<file path="src/rtl/ama_riscv_retire_tracker.sv">
// ama_riscv_retire_tracker: carries exe-stage side information to retirement,
// buffers filtered trace records in a FWFT FIFO and keeps retirement statistics.
`default_nettype none

module ama_riscv_retire_tracker #(
   parameter int PIPE_STAGES   = 3,
   parameter int RESOLVE_STAGE = 1,
   parameter int FIFO_DEPTH    = 8,
   parameter int ARCH_WIDTH    = 32,
   parameter int INST_WIDTH    = 32
) (
   input  logic                             clk,
   input  logic                             rst_n,
   input  logic [PIPE_STAGES-1:0]           stage_en,
   input  logic [PIPE_STAGES-1:0]           stage_flush,
   input  logic                             ex_branch,
   input  logic                             ex_dmem_valid,
   input  logic                             ex_dmem_store,
   input  logic [1:0]                       ex_dmem_dtype,
   input  logic [ARCH_WIDTH-1:0]            ex_dmem_addr,
   input  logic                             res_taken,
   input  logic                             res_bp_hit,
   input  logic                             inst_retired,
   input  logic [INST_WIDTH-1:0]            ret_inst,
   input  logic [ARCH_WIDTH-1:0]            ret_pc,
   input  logic                             trace_en,
   input  logic [1:0]                       filter_mode,
   input  logic                             clr_cnt,
   output logic                             trace_valid,
   input  logic                             trace_ready,
   output logic [INST_WIDTH-1:0]            trace_inst,
   output logic [ARCH_WIDTH-1:0]            trace_pc,
   output logic                             trace_branch,
   output logic                             trace_taken,
   output logic                             trace_bp_hit,
   output logic [ARCH_WIDTH-1:0]            trace_dmem_addr,
   output logic [3:0]                       trace_dmem_size,
   output logic [$clog2(FIFO_DEPTH):0]      fifo_level,
   output logic                             overflow,
   output logic [15:0]                      drop_cnt,
   output logic [31:0]                      cnt_ret,
   output logic [31:0]                      cnt_branch,
   output logic [31:0]                      cnt_taken,
   output logic [31:0]                      cnt_bp_hit,
   output logic [31:0]                      cnt_load,
   output logic [31:0]                      cnt_store
);

   localparam int PTR_W = $clog2(FIFO_DEPTH);
   localparam int LVL_W = PTR_W + 1;
   localparam int REC_W = INST_WIDTH + 2*ARCH_WIDTH + 3 + 4;
   localparam logic [3:0]       SIZE_NONE = 4'd8;
   localparam logic [REC_W-1:0] IDLE_REC  = {{(REC_W-4){1'b0}}, SIZE_NONE};

   // ---------------- tracked pipeline stages ----------------
   logic [PIPE_STAGES-1:0] br_q, br_d, tk_q, tk_d, hit_q, hit_d;
   logic [ARCH_WIDTH-1:0]  addr_q [PIPE_STAGES];
   logic [ARCH_WIDTH-1:0]  addr_d [PIPE_STAGES];
   logic [3:0]             size_q [PIPE_STAGES];
   logic [3:0]             size_d [PIPE_STAGES];

   always_comb begin
      br_d   = br_q;
      tk_d   = tk_q;
      hit_d  = hit_q;
      addr_d = addr_q;
      size_d = size_q;
      if (stage_en[0]) begin
         tk_d[0]  = 1'b0;
         hit_d[0] = 1'b0;
         if (stage_flush[0] || !ex_dmem_valid) begin
            addr_d[0] = '0;
            size_d[0] = SIZE_NONE;
         end else begin
            addr_d[0] = ex_dmem_addr;
            size_d[0] = {1'b0, ex_dmem_store, ex_dmem_dtype};
         end
         br_d[0] = ex_branch & ~stage_flush[0];
      end
      for (int i = 1; i < PIPE_STAGES; i++) begin
         if (stage_en[i]) begin
            if (stage_flush[i]) begin
               br_d[i]   = 1'b0;
               tk_d[i]   = 1'b0;
               hit_d[i]  = 1'b0;
               addr_d[i] = '0;
               size_d[i] = SIZE_NONE;
            end else begin
               br_d[i]   = br_q[i-1];
               addr_d[i] = addr_q[i-1];
               size_d[i] = size_q[i-1];
               // Resolution is sampled only as a record enters the resolve stage
               if (i == RESOLVE_STAGE) begin
                  tk_d[i]  = res_taken  & br_q[i-1];
                  hit_d[i] = res_bp_hit & br_q[i-1];
               end else begin
                  tk_d[i]  = tk_q[i-1];
                  hit_d[i] = hit_q[i-1];
               end
            end
         end
      end
   end

   always_ff @(posedge clk or negedge rst_n) begin
      if (!rst_n) begin
         br_q  <= '0;
         tk_q  <= '0;
         hit_q <= '0;
         for (int i = 0; i < PIPE_STAGES; i++) begin
            addr_q[i] <= '0;
            size_q[i] <= SIZE_NONE;
         end
      end else begin
         br_q   <= br_d;
         tk_q   <= tk_d;
         hit_q  <= hit_d;
         addr_q <= addr_d;
         size_q <= size_d;
      end
   end

   // ---------------- retirement record and filter ----------------
   logic                  ret_br, ret_tk, ret_hit, ret_dmem, ret_load, ret_store;
   logic [3:0]            ret_size;
   logic                  filt_match, push_req, push_ok, pop, full, drop;

   assign ret_br    = br_q[PIPE_STAGES-1];
   assign ret_tk    = tk_q[PIPE_STAGES-1];
   assign ret_hit   = hit_q[PIPE_STAGES-1];
   assign ret_size  = size_q[PIPE_STAGES-1];
   assign ret_dmem  = (ret_size != SIZE_NONE);
   assign ret_load  = ~ret_size[3] & ~ret_size[2];
   assign ret_store = ~ret_size[3] &  ret_size[2];

   always_comb begin
      filt_match = 1'b1;
      case (filter_mode)
         2'd1:    filt_match = ret_br;
         2'd2:    filt_match = ret_dmem;
         2'd3:    filt_match = ret_br | ret_dmem;
         default: filt_match = 1'b1;
      endcase
   end

   // ---------------- trace FIFO ----------------
   logic [PTR_W-1:0] wr_ptr_q, wr_ptr_d, rd_ptr_q, rd_ptr_d;
   logic [LVL_W-1:0] level_q, level_d;
   logic [REC_W-1:0] mem_q [FIFO_DEPTH];
   logic [REC_W-1:0] head;

   assign trace_valid = (level_q != '0);
   assign full        = (level_q == LVL_W'(FIFO_DEPTH));
   assign pop         = trace_valid & trace_ready;
   assign push_req    = inst_retired & trace_en & filt_match;
   // A full FIFO still accepts a push when the head leaves on the same edge
   assign push_ok     = push_req & (~full | pop);
   assign drop        = push_req & full & ~pop;

   always_comb begin
      wr_ptr_d = wr_ptr_q;
      rd_ptr_d = rd_ptr_q;
      level_d  = level_q;
      if (push_ok) wr_ptr_d = wr_ptr_q + PTR_W'(1);
      if (pop)     rd_ptr_d = rd_ptr_q + PTR_W'(1);
      case ({push_ok, pop})
         2'b10:   level_d = level_q + LVL_W'(1);
         2'b01:   level_d = level_q - LVL_W'(1);
         default: level_d = level_q;
      endcase
   end

   always_ff @(posedge clk) begin
      if (push_ok)
         mem_q[wr_ptr_q] <= {ret_inst, ret_pc, ret_br, ret_tk, ret_hit,
                             addr_q[PIPE_STAGES-1], ret_size};
   end

   always_ff @(posedge clk or negedge rst_n) begin
      if (!rst_n) begin
         wr_ptr_q <= '0;
         rd_ptr_q <= '0;
         level_q  <= '0;
      end else begin
         wr_ptr_q <= wr_ptr_d;
         rd_ptr_q <= rd_ptr_d;
         level_q  <= level_d;
      end
   end

   assign head = trace_valid ? mem_q[rd_ptr_q] : IDLE_REC;
   assign {trace_inst, trace_pc, trace_branch, trace_taken, trace_bp_hit,
           trace_dmem_addr, trace_dmem_size} = head;
   assign fifo_level = level_q;

   // ---------------- statistics ----------------
   logic [31:0] cnt_ret_q, cnt_ret_d, cnt_br_q, cnt_br_d, cnt_tk_q, cnt_tk_d;
   logic [31:0] cnt_hit_q, cnt_hit_d, cnt_ld_q, cnt_ld_d, cnt_st_q, cnt_st_d;
   logic [15:0] drop_q, drop_d;
   logic        ovf_q, ovf_d;

   always_comb begin
      cnt_ret_d = cnt_ret_q;
      cnt_br_d  = cnt_br_q;
      cnt_tk_d  = cnt_tk_q;
      cnt_hit_d = cnt_hit_q;
      cnt_ld_d  = cnt_ld_q;
      cnt_st_d  = cnt_st_q;
      drop_d    = drop_q;
      ovf_d     = ovf_q;
      if (clr_cnt) begin
         cnt_ret_d = '0;
         cnt_br_d  = '0;
         cnt_tk_d  = '0;
         cnt_hit_d = '0;
         cnt_ld_d  = '0;
         cnt_st_d  = '0;
         drop_d    = '0;
         ovf_d     = 1'b0;
      end else begin
         if (inst_retired) begin
            cnt_ret_d = cnt_ret_q + 32'd1;
            if (ret_br)    cnt_br_d  = cnt_br_q  + 32'd1;
            if (ret_tk)    cnt_tk_d  = cnt_tk_q  + 32'd1;
            if (ret_hit)   cnt_hit_d = cnt_hit_q + 32'd1;
            if (ret_load)  cnt_ld_d  = cnt_ld_q  + 32'd1;
            if (ret_store) cnt_st_d  = cnt_st_q  + 32'd1;
         end
         if (drop) begin
            ovf_d = 1'b1;
            if (drop_q != 16'hFFFF) drop_d = drop_q + 16'd1;
         end
      end
   end

   always_ff @(posedge clk or negedge rst_n) begin
      if (!rst_n) begin
         cnt_ret_q <= '0;
         cnt_br_q  <= '0;
         cnt_tk_q  <= '0;
         cnt_hit_q <= '0;
         cnt_ld_q  <= '0;
         cnt_st_q  <= '0;
         drop_q    <= '0;
         ovf_q     <= 1'b0;
      end else begin
         cnt_ret_q <= cnt_ret_d;
         cnt_br_q  <= cnt_br_d;
         cnt_tk_q  <= cnt_tk_d;
         cnt_hit_q <= cnt_hit_d;
         cnt_ld_q  <= cnt_ld_d;
         cnt_st_q  <= cnt_st_d;
         drop_q    <= drop_d;
         ovf_q     <= ovf_d;
      end
   end

   assign overflow   = ovf_q;
   assign drop_cnt   = drop_q;
   assign cnt_ret    = cnt_ret_q;
   assign cnt_branch = cnt_br_q;
   assign cnt_taken  = cnt_tk_q;
   assign cnt_bp_hit = cnt_hit_q;
   assign cnt_load   = cnt_ld_q;
   assign cnt_store  = cnt_st_q;

endmodule

`default_nettype wire

</file>
<file path="config.mk">
export PLATFORM = sky130hd
export DESIGN_NAME = ama_riscv_retire_tracker
export DESIGN_NICKNAME = d
export VERILOG_FILES = /design/src/rtl/ama_riscv_retire_tracker.sv
export SDC_FILE = /design/constraint.sdc
export NUM_CORES = 2
export LEC_CHECK = 0
export CORE_UTILIZATION = 50
export CTS_CLUSTER_DIAMETER = 200
export DETAILED_ROUTE_END_ITERATION = 16
export PLACE_DENSITY = 0.71
export SLEW_MARGIN = 20
export SYNTH_ARGS = -nofsm -noshare
export SYNTH_HDL_FRONTEND = slang
export SYNTH_SLANG_ARGS = --single-unit
</file>
<file path="constraint.sdc">
create_clock -name clk -period 21 [get_ports clk]
set_input_delay 4.2 -clock clk [delete_from_list [all_inputs] [get_ports clk]]
set_output_delay 4.2 -clock clk [all_outputs]
set_load 0.03 [all_outputs]
</file>
# [Word-level counts from Yosys, hierarchy flattened]
# Memory sizes are Yosys's and may differ from the RTL's.
# Cells that the tools add are included.
[word_totals] register_bits=334 mem_bits_rw=824 out_inout_bits=317 memories=1
[memory_table] name="mem_q" words=8 word_bits=103 read_ports=1 rd_clocked_by_memory_dff=0 wr=1 line_no="149" source="logic [REC_W-1:0] mem_q [FIFO_DEPTH];"
[classes] add_sub_neg=11 eq_ne=8 n_mux=39 bitwise=18 n_reduce_logical=18
[op_table] op="32-bit 2-to-1 mux" n=20
[op_table] op="32-bit by 1-bit adder with 32-bit output, second input constant" n=6
[op_table] op="103-bit 2-to-1 mux" n=1
[op_table] op="16-bit 2-to-1 mux" n=3
[op_table] op="2-bit nonzero test" n=9
[op_table] op="16-bit by 1-bit adder with 16-bit output, second input constant" n=1
[op_table] op="16-bit != test, second input constant" n=1
[op_table] op="4-bit 2-to-1 mux" n=3
[op_table] op="2-bit AND reduction" n=6
[op_table] op="1-bit AND" n=11
[op_table] op="1-bit 2-to-1 mux" n=10
[op_table] op="4-bit one-hot mux with 2 select lines" n=1
[op_table] op="3-bit by 1-bit adder with 3-bit output, second input constant" n=2
[op_table] op="2-bit == test, second input constant" n=3
[op_table] op="1-bit NOT" n=5
[op_table] op="4-bit by 1-bit adder with 4-bit output, second input constant" n=1
[op_table] op="2-bit by 1-bit == test with 1-bit output, second input constant" n=2
[op_table] op="4-bit == test, second input constant" n=1
[op_table] op="4-bit != test, second input constant" n=1
[op_table] op="4-bit nonzero test" n=1
[op_table] op="4-bit by 1-bit subtractor with 4-bit output, second input constant" n=1
[op_table] op="1-bit one-hot mux with 3 select lines" n=1
[op_table] op="1-bit bitwise OR" n=2
[op_table] op="1-bit logical NOT" n=1
[op_table] op="1-bit logical OR" n=1

# [Logic depth before layout (Yosys ltp)]
[logic_depth] depth_word=8 mapped_depth=11 mapped_depth_nobuf=11

# [Worst setup path after synthesis]
# Ideal clock, no wire load.
[synth_path] kind="input to register" start="in inst_retired" end="mem mem_q[1][0] (netlist bit), enable pin" setup_time_ns=0.854 arrival_time_ns=15.764 required_time_ns=20.146 slack_ns=4.381 path_stages=5 n_path_buf=1 cell_sequence="buf_2 nand2_1 o32ai_1 nand2_1 nor4b_1"
[synth_via] elab_chain_len=5
[synth_lines] element="start, declared" line_no="23" source="input logic inst_retired,"
[synth_lines] element="1-bit AND (2 in series)" line_no="155" source="assign push_req = inst_retired & trace_en & filt_match;"
[synth_lines] element="1-bit AND" line_no="157" source="assign push_ok = push_req & (~full | pop);"
[synth_lines] element="1-bit 2-to-1 mux" line_no="174" source="if (push_ok)"
[synth_lines] element="1-bit 2-to-1 mux (not written as such)" line_no="175" source="mem_q[wr_ptr_q] <= {ret_inst, ret_pc, ret_br, ret_tk, ret_hit,"
[synth_lines] element="end, declared" line_no="149"
# Every way passes these cells.

# [Worst setup path after layout]
[layout_path] start="reg rd_ptr_q[0]" end="out trace_dmem_addr[16]"
[layout_via] elab_chain_len=2
[layout_lines] element="start, declared" line_no="147" source="logic [PTR_W-1:0] wr_ptr_q, wr_ptr_d, rd_ptr_q, rd_ptr_d;"
[layout_lines] element="start signal, assigned" line_no="186" source="rd_ptr_q <= rd_ptr_d;"
[layout_lines] element="memory 8 x 103 bit"
[layout_lines] element="103-bit 2-to-1 mux" line_no="191" source="assign head = trace_valid ? mem_q[rd_ptr_q] : IDLE_REC;"
[layout_lines] element="end, declared" line_no="36" source="output logic [ARCH_WIDTH-1:0] trace_dmem_addr,"
# Every way passes these cells.

==> impl_metrics.ini <==
[timing]
hold_viol_final = 0
fin_hold_ws_ns = 0.498
fin_crit_sh_pct = 40.6
fmax_mhz = 117
setup-tns-final_ns = 0
clock_skew_ns = 0.0517
fin_ws_ns = 12.48
slew_violations = 0
rsz0062_at_grt = false
min_period_ns = 8.52
worst_slew_pin_slew_ns = 1.06
setup_violations = 0
slew_headroom_pct = 29.1

[routing]
ant_nets = 0
drt_iter0_markers = 1797
vias = 26984
drc_errors = 0
wl_per_cell_um = 22.8
dr.pass1.iters = 5
vias_per_cell = 5.66
routed_wl_um = 109000

[final_layout]
fin_nets = 3539
num-fill-cells = 6735
drive_above_1_share_pct = 13.4
final_cell_count_no_fill = 4766
area_delta_synth_final_pct = 20.7

[power_and_ir_drop]
p_sw_mw = 1.99
seq_power_share_pct = 39.8
pwr-share-comb_pct = 28.1
p_int_mw = 4.61
p_clk_share_pct = 32.1
peakVddDrop_uv = 78.0
power.density_nw_per_um2 = 116
power_leakage_nw = 19.9
swShare_pct = 30.2

[die]
io_pins = 434
dieArea_sq_um = 95300
die_h_um = 309
rows = 112
core_sq_um = 93200
start_util_pct = 50.5
fp.dieW_um = 309

[synth]
synth_top_cell_area_share_pct = 52.6
seq_area_frac_synth_pct = 70.4
ys_async_sr_fraction_pct = 28.8
yosysMostFrequentCell = edfxtp_1
synth_nets = 3100
ys_top_cells_by_area = edfxtp_1 (53%), dfrtp_1 (18%), mux4_2 (9.9%), nor2_1 (2.4%), mux2i_1 (2.3%)
synth.cell_area_sq_um = 47000
synth_edf_count = 824
syn_inst = 2971
synthFlopType = edfxtp_1
yosys-top-cells-count = edfxtp_1 (824), dfrtp_1 (331), nor2_1 (297), mux4_2 (206), inv_1 (137)
yosysTopAreaCell = edfxtp_1
yosys.cell_types.count = 61
syn_avg_cell_area_sq_um = 15.8
yosysWarnings = 0
ys_ff_latch = 1158

[run]
maxCapViolCount = 0

[cts]
cts_setup_buffers = 0
htree_levels = 3
cts_hold_buffers = 0
cts_buffer_depth = 3
clock_latency_ns = 0.71
clkTransAtPathRegs_ns = 0.06
cts_buffers = 118
tritoncts = built
clock_sinks = 1158
cts-root-buf = clkbuf_16
postCtsResizedCells = 0

[setup_path]
critPathKind = register to output pin
cp.arrival_ns = 4.32
start_kind = register
ff2ff_path_depth = 7
critPathCaptureType = output pin
worst_ep_required_time_ns = 16.80
worstPathMaxFanout = 64

[placement]
numPortBuffers = 433
place_ws_ns = 12.33
gp_congestion = 0.840
dpl.hpwl_um = 65500
dp.cells = 4542

[grt]
overflow = 0
antenna_found_initial = 12
grt_pass1_vias = 28054
track_usage_pct = 22.9
grt_max_degree = 143
grt_pass1_wl_um = 167000

[outcome]
outcome = finished, final reports clean

[min_path]
min-delay-path-class = register to register
min_path_cells = 2
[through the flow]
stage / util (%) / total power [mW] / cell area (sq um)
after global placement: 56.5 / 4.53 / 52700
after global routing: 60.9 / 6.86 / 56700
final: 60.9 / 6.60 / 56700
after floorplan: - / 3.87 / 47000
after detailed placement: 56.6 / 4.56 / 52700
after CTS: 60.8 / 6.68 / 56700
[worst paths after layout]
kind                       slack (ns)        start                   to
setup / recovery                12.48  rd_ptr_q[0]  trace_dmem_addr[16]
setup reg to reg                16.75      br_q[2]         mem_q[6][85]
max in group asynchronous       15.60        rst_n          rd_ptr_q[1]
hold / removal                   0.50   addr_q[37]            addr_q[5]
hold reg to reg                  0.50   addr_q[37]            addr_q[5]
min in group asynchronous        3.43        rst_n        cnt_taken[18]
[layout make-up]
| cell class | instances | area [sq um] | area share, % |
|---|---|---|---|
| clock inverter | 72 | 825 | 1.45 |
| multi-input combinational | 1520 | 12800 | 22.6 |
| timing repair buffer | 475 | 4740 | 8.35 |
| inverter | 137 | 514 | 0.906 |
| tap | 1254 | 1570 | 2.77 |
| antenna | 3 | 7.51 | 0.0132 |
| sequential | 1158 | 33100 | 58.4 |
| clock buffer | 147 | 3130 | 5.52 |
[cells in the final DEF (no fill, tap or decap), drive strengths merged, types with 29 or more instances in the layout]
cell type / Yosys / layout
edfxtp: 824 / 824
clkdlybuf4s50: 0 / 427
dfrtp: 331 / 331
nor2: 297 / 297
mux4: 206 / 206
clkbuf: 120 / 147
inv: 137 / 141
o21ai: 135 / 135
nand2: 113 / 113
mux2i: 110 / 110
xnor2: 89 / 89
xor2: 81 / 81
nand3b: 75 / 75
nand4: 71 / 71
nand3: 55 / 55
clkinv: 0 / 50
buf: 36 / 48
a21oi: 40 / 40
nor4: 33 / 33
nor3: 32 / 32
or3: 30 / 30
and4: 29 / 29
[sequential cells by signal, summed over array words and instances (netlist names), 16 cells and up]
name and flops:
drop_cnt 16, cnt_bp_hit 32, cnt_taken 32, cnt_store 32
cnt_branch 32, cnt_ret 32, cnt_load 32, addr_q 96
mem_q 824
[per-layer routing]
metal / track usage (%) / vias to the layer above / routed length (um)
met5: 0 / - / 117
met4: 7.91 / 18 / 3440
met3: 6.04 / 200 / 7680
met2: 37.2 / 774 / 52700
met1: 30.0 / 13951 / 44700
li1: - / 12041 / -
[power by group through the flow]
stage                     sequential (mW)  combinational, mW  clock, mW
after global routing                 2.64               1.97       2.25
after CTS                            2.63               1.88       2.16
after detailed placement             2.68               1.88          0
after floorplan                      2.62               1.25          0
after global placement               2.67               1.85          0
final                                2.63               1.86       2.12
[cells by family (layout without fill, tap and decap cells)]
group	Yosys count	after routing	share of synthesized area (%)
buf+inv	293	831	2.45
mux	322	322	12.4
simple gates	816	816	9.00
compound gates	200	200	2.30
other cells	0	3	0
fa+ha+maj	12	12	0.335
flops	1158	1158	70.4
xor+xnor	170	170	3.17
[critical path: stages (launching register included)]
cell	delay (ns)
dfrtp_4	0.92
buf_12	0.44
buf_16	0.44
mux4_2	0.58
mux2i_1	0.39
nor2_1	0.09
clkdlybuf4s50_1	0.62
No activity file was read; power rests on OpenSTA's default activity.
==> patch: new RTL, config.mk and constraints unchanged <==
`FIFO_DEPTH`: 8 -> 16.
--- a/src/rtl/ama_riscv_retire_tracker.sv
+++ b/src/rtl/ama_riscv_retire_tracker.sv
@@ -5,7 +5,7 @@
 module ama_riscv_retire_tracker #(
    parameter int PIPE_STAGES   = 3,
    parameter int RESOLVE_STAGE = 1,
-   parameter int FIFO_DEPTH    = 8,
+   parameter int FIFO_DEPTH    = 16,
    parameter int ARCH_WIDTH    = 32,
    parameter int INST_WIDTH    = 32
 ) (
Ports: changed (resized fifo_level); port bits go from 434 to 435. The function was not compared with the original's and may differ.
==> patch against the original RTL <==
  * Register-to-register slack worse by 0.81 ns
  * Cell count increased by 43%
  * Sequential cell count up 827
  * Clock power rose by 69%
  * Sequential share of layout area up 4.7 points
  * Synthesized area increased by 67%
  * Power rose by 70%
  * Clock skew up 0.019 ns
  * Via count increased by 49%
  * Wire length increased by 68%
  * Setup slack got worse by 1.2 ns
  * Cell area is 62% higher
  * Global-route usage up 0.32 points
  * Critical endpoint is now trace_dmem_addr[23]
  * Highest routed layer unchanged
==> patch: results (changes against the original RTL) <==
status completed; drt via density 5.889 (+4.0%); global-route wire length before repair 271.2 mm (+63%); Final Wtd Congestion 0.8036 (-4.4%); Synth cell types 54 (-11%); HPWL Detailed 96.43 mm (+47%); DR pass1 iterations 5 (unchanged); root buffer cell clkbuf_16; clk_skew 0.07114 ns (+0.01943 ns); largest net degree at the start of global routing 150 (+4.9%); Synth Flop Type edfxtp_1; dpl ws 11.82 ns (-0.5129 ns); clock-pin slew on the worst setup and hold paths 0.06 ns (about the same); CTS Buf Count 197 (+67%); largest cells by area after synthesis edfxtp_1, mux4_2, dfrtp_1; commonest cells in the synthesized netlist edfxtp_1, mux4_2, dfrtp_1, nor2_1, clkbuf_1; largest vdd supply drop 0.1531 mV (+96%); total track usage 0.2325 (+0.003243); total of warnings raised by yosys 0 (unchanged); largest stage delay on the critical path 1.04 ns (+0.12 ns); sequential fraction of the synthesis area 0.7389 (+0.03488); buffers added on ports 434 (+0.23%); critical path fanouts, max 47 (-27%); pin slew with the least headroom to its limit 1.165 ns (+0.1024 ns); vias in the first global route 41090 (+46%); largest registers mem_q (1648), addr_q (96); Mapped Nets 4248 (+37%); ys async rst share 0.1698 (-0.1187); post-CTS setup buffer count 0 (unchanged); critical path data arrival time 5.52 ns (+1.20 ns); Sw Ratio 0.2888 (-0.01296); slowest CP cell dfrtp_4; critical setup path kind reg -> out; filler instances 11090 (+65%); DP Area 85110 um^2 (+61%); initial antenna violation count 9 (-3); Final nets 4728 (+34%); H-tree levels 4 (+1); clk buf depth 3 (unchanged); layout cell share with drive strength beyond 1 0.1945 (+0.06023); delay-heaviest family, CP buffers and inverters; initial DRC count 3665 (+100%); Avg WL per Cell 26.74 um (+17%); number of flops mapped to enable cells by yosys 1648 (+100%); worst skew pair latency 0.83 ns (+0.12 ns); Static Leak 30.15 nW (+51%)
-- patch: cell types whose count changed after synthesis, moves of 31 or more --
cell and change:
edfxtp_1 +824, mux4_2 +309, mux2i_1 -105, nor2_1 -99, and2_1 +93, clkbuf_1 +46, xnor2_1 +31
-- patch: power by group through the flow --
stage	combinational, mW	clock, mW	sequential, mW
after detailed placement	3.15	0	4.60
after global routing	3.29	3.80	4.53
after CTS	3.17	3.65	4.52
after global placement	3.14	0	4.59
final	3.11	3.59	4.51
after floorplan	2.18	0	4.49
-- patch: logic make-up (layout without fill, tap and decap cells) --
family,count (synthesis),after routing,share of synthesized area
xor+xnor,174,174,0.01944
other cells,0,4,0
compound gates,197,197,0.01352
simple gates,846,846,0.05800
buf+inv,369,1016,0.01773
fa+ha+maj,16,16,0.002650
flops,1985,1985,0.7389
mux,528,528,0.1497
-- patch: layer usage --
metal | track usage | share of wire | vias up | routed length [um]
li1 | - | - | 17240 | -
met1 | 0.3293 | 0.42 | 21110 | 75680
met2 | 0.3617 | 0.48 | 1477 | 86740
met3 | 0.05809 | 0.085 | 263 | 15450
met4 | 0.06326 | 0.023 | 10 | 4146
met5 | 0 | 0.00031 | - | 57
-- patch: cell type report --
class                           count  area (um^2)  area share
Sequential cell                  1985        57940      0.6306
Multi-Input combinational cell   1761        19150      0.2085
Clock buffer                      241         5165     0.05622
Timing Repair Buffer              497         4940     0.05377
Tap cell                         2044         2557     0.02784
Clock inverter                    125         1535     0.01671
Inverter                          153        574.3    0.006251
Antenna cell                        4        10.01   0.0001089
-- patch: final timing paths --
path / start / end / slack [ns] / cells past startpoint
worst max-delay path: rd_ptr_q[0] / trace_dmem_addr[23] / 11.28 / 6
worst min-delay path: addr_q[82] / addr_q[50] / 0.49 / 2
worst max register to register: ret_size[2] / mem_q[2][84] / 15.94 / 8
worst min register to register: addr_q[82] / addr_q[50] / 0.49 / 2
max in group asynchronous: rst_n / rd_ptr_q[3] / 15.28 / 3
min in group asynchronous: rst_n / cnt_bp_hit[20] / 3.42 / 1
-- patch: through the flow --
stage / utilization / cells
2_1_floorplan: - / 4115
3_5_place_dp: 0.5499 / 6438
6_report: 0.5936 / 6810
3_3_place_gp: 0.5499 / 6438
4_1_cts: 0.5932 / 6804
5_1_grt: 0.5936 / 6806
-- patch: worst min-delay path, cell delays in order, from the launching register on --
cell	delay, ns
dfrtp_1	0.34
nand3b_1	0.07
o21ai_0	0.07
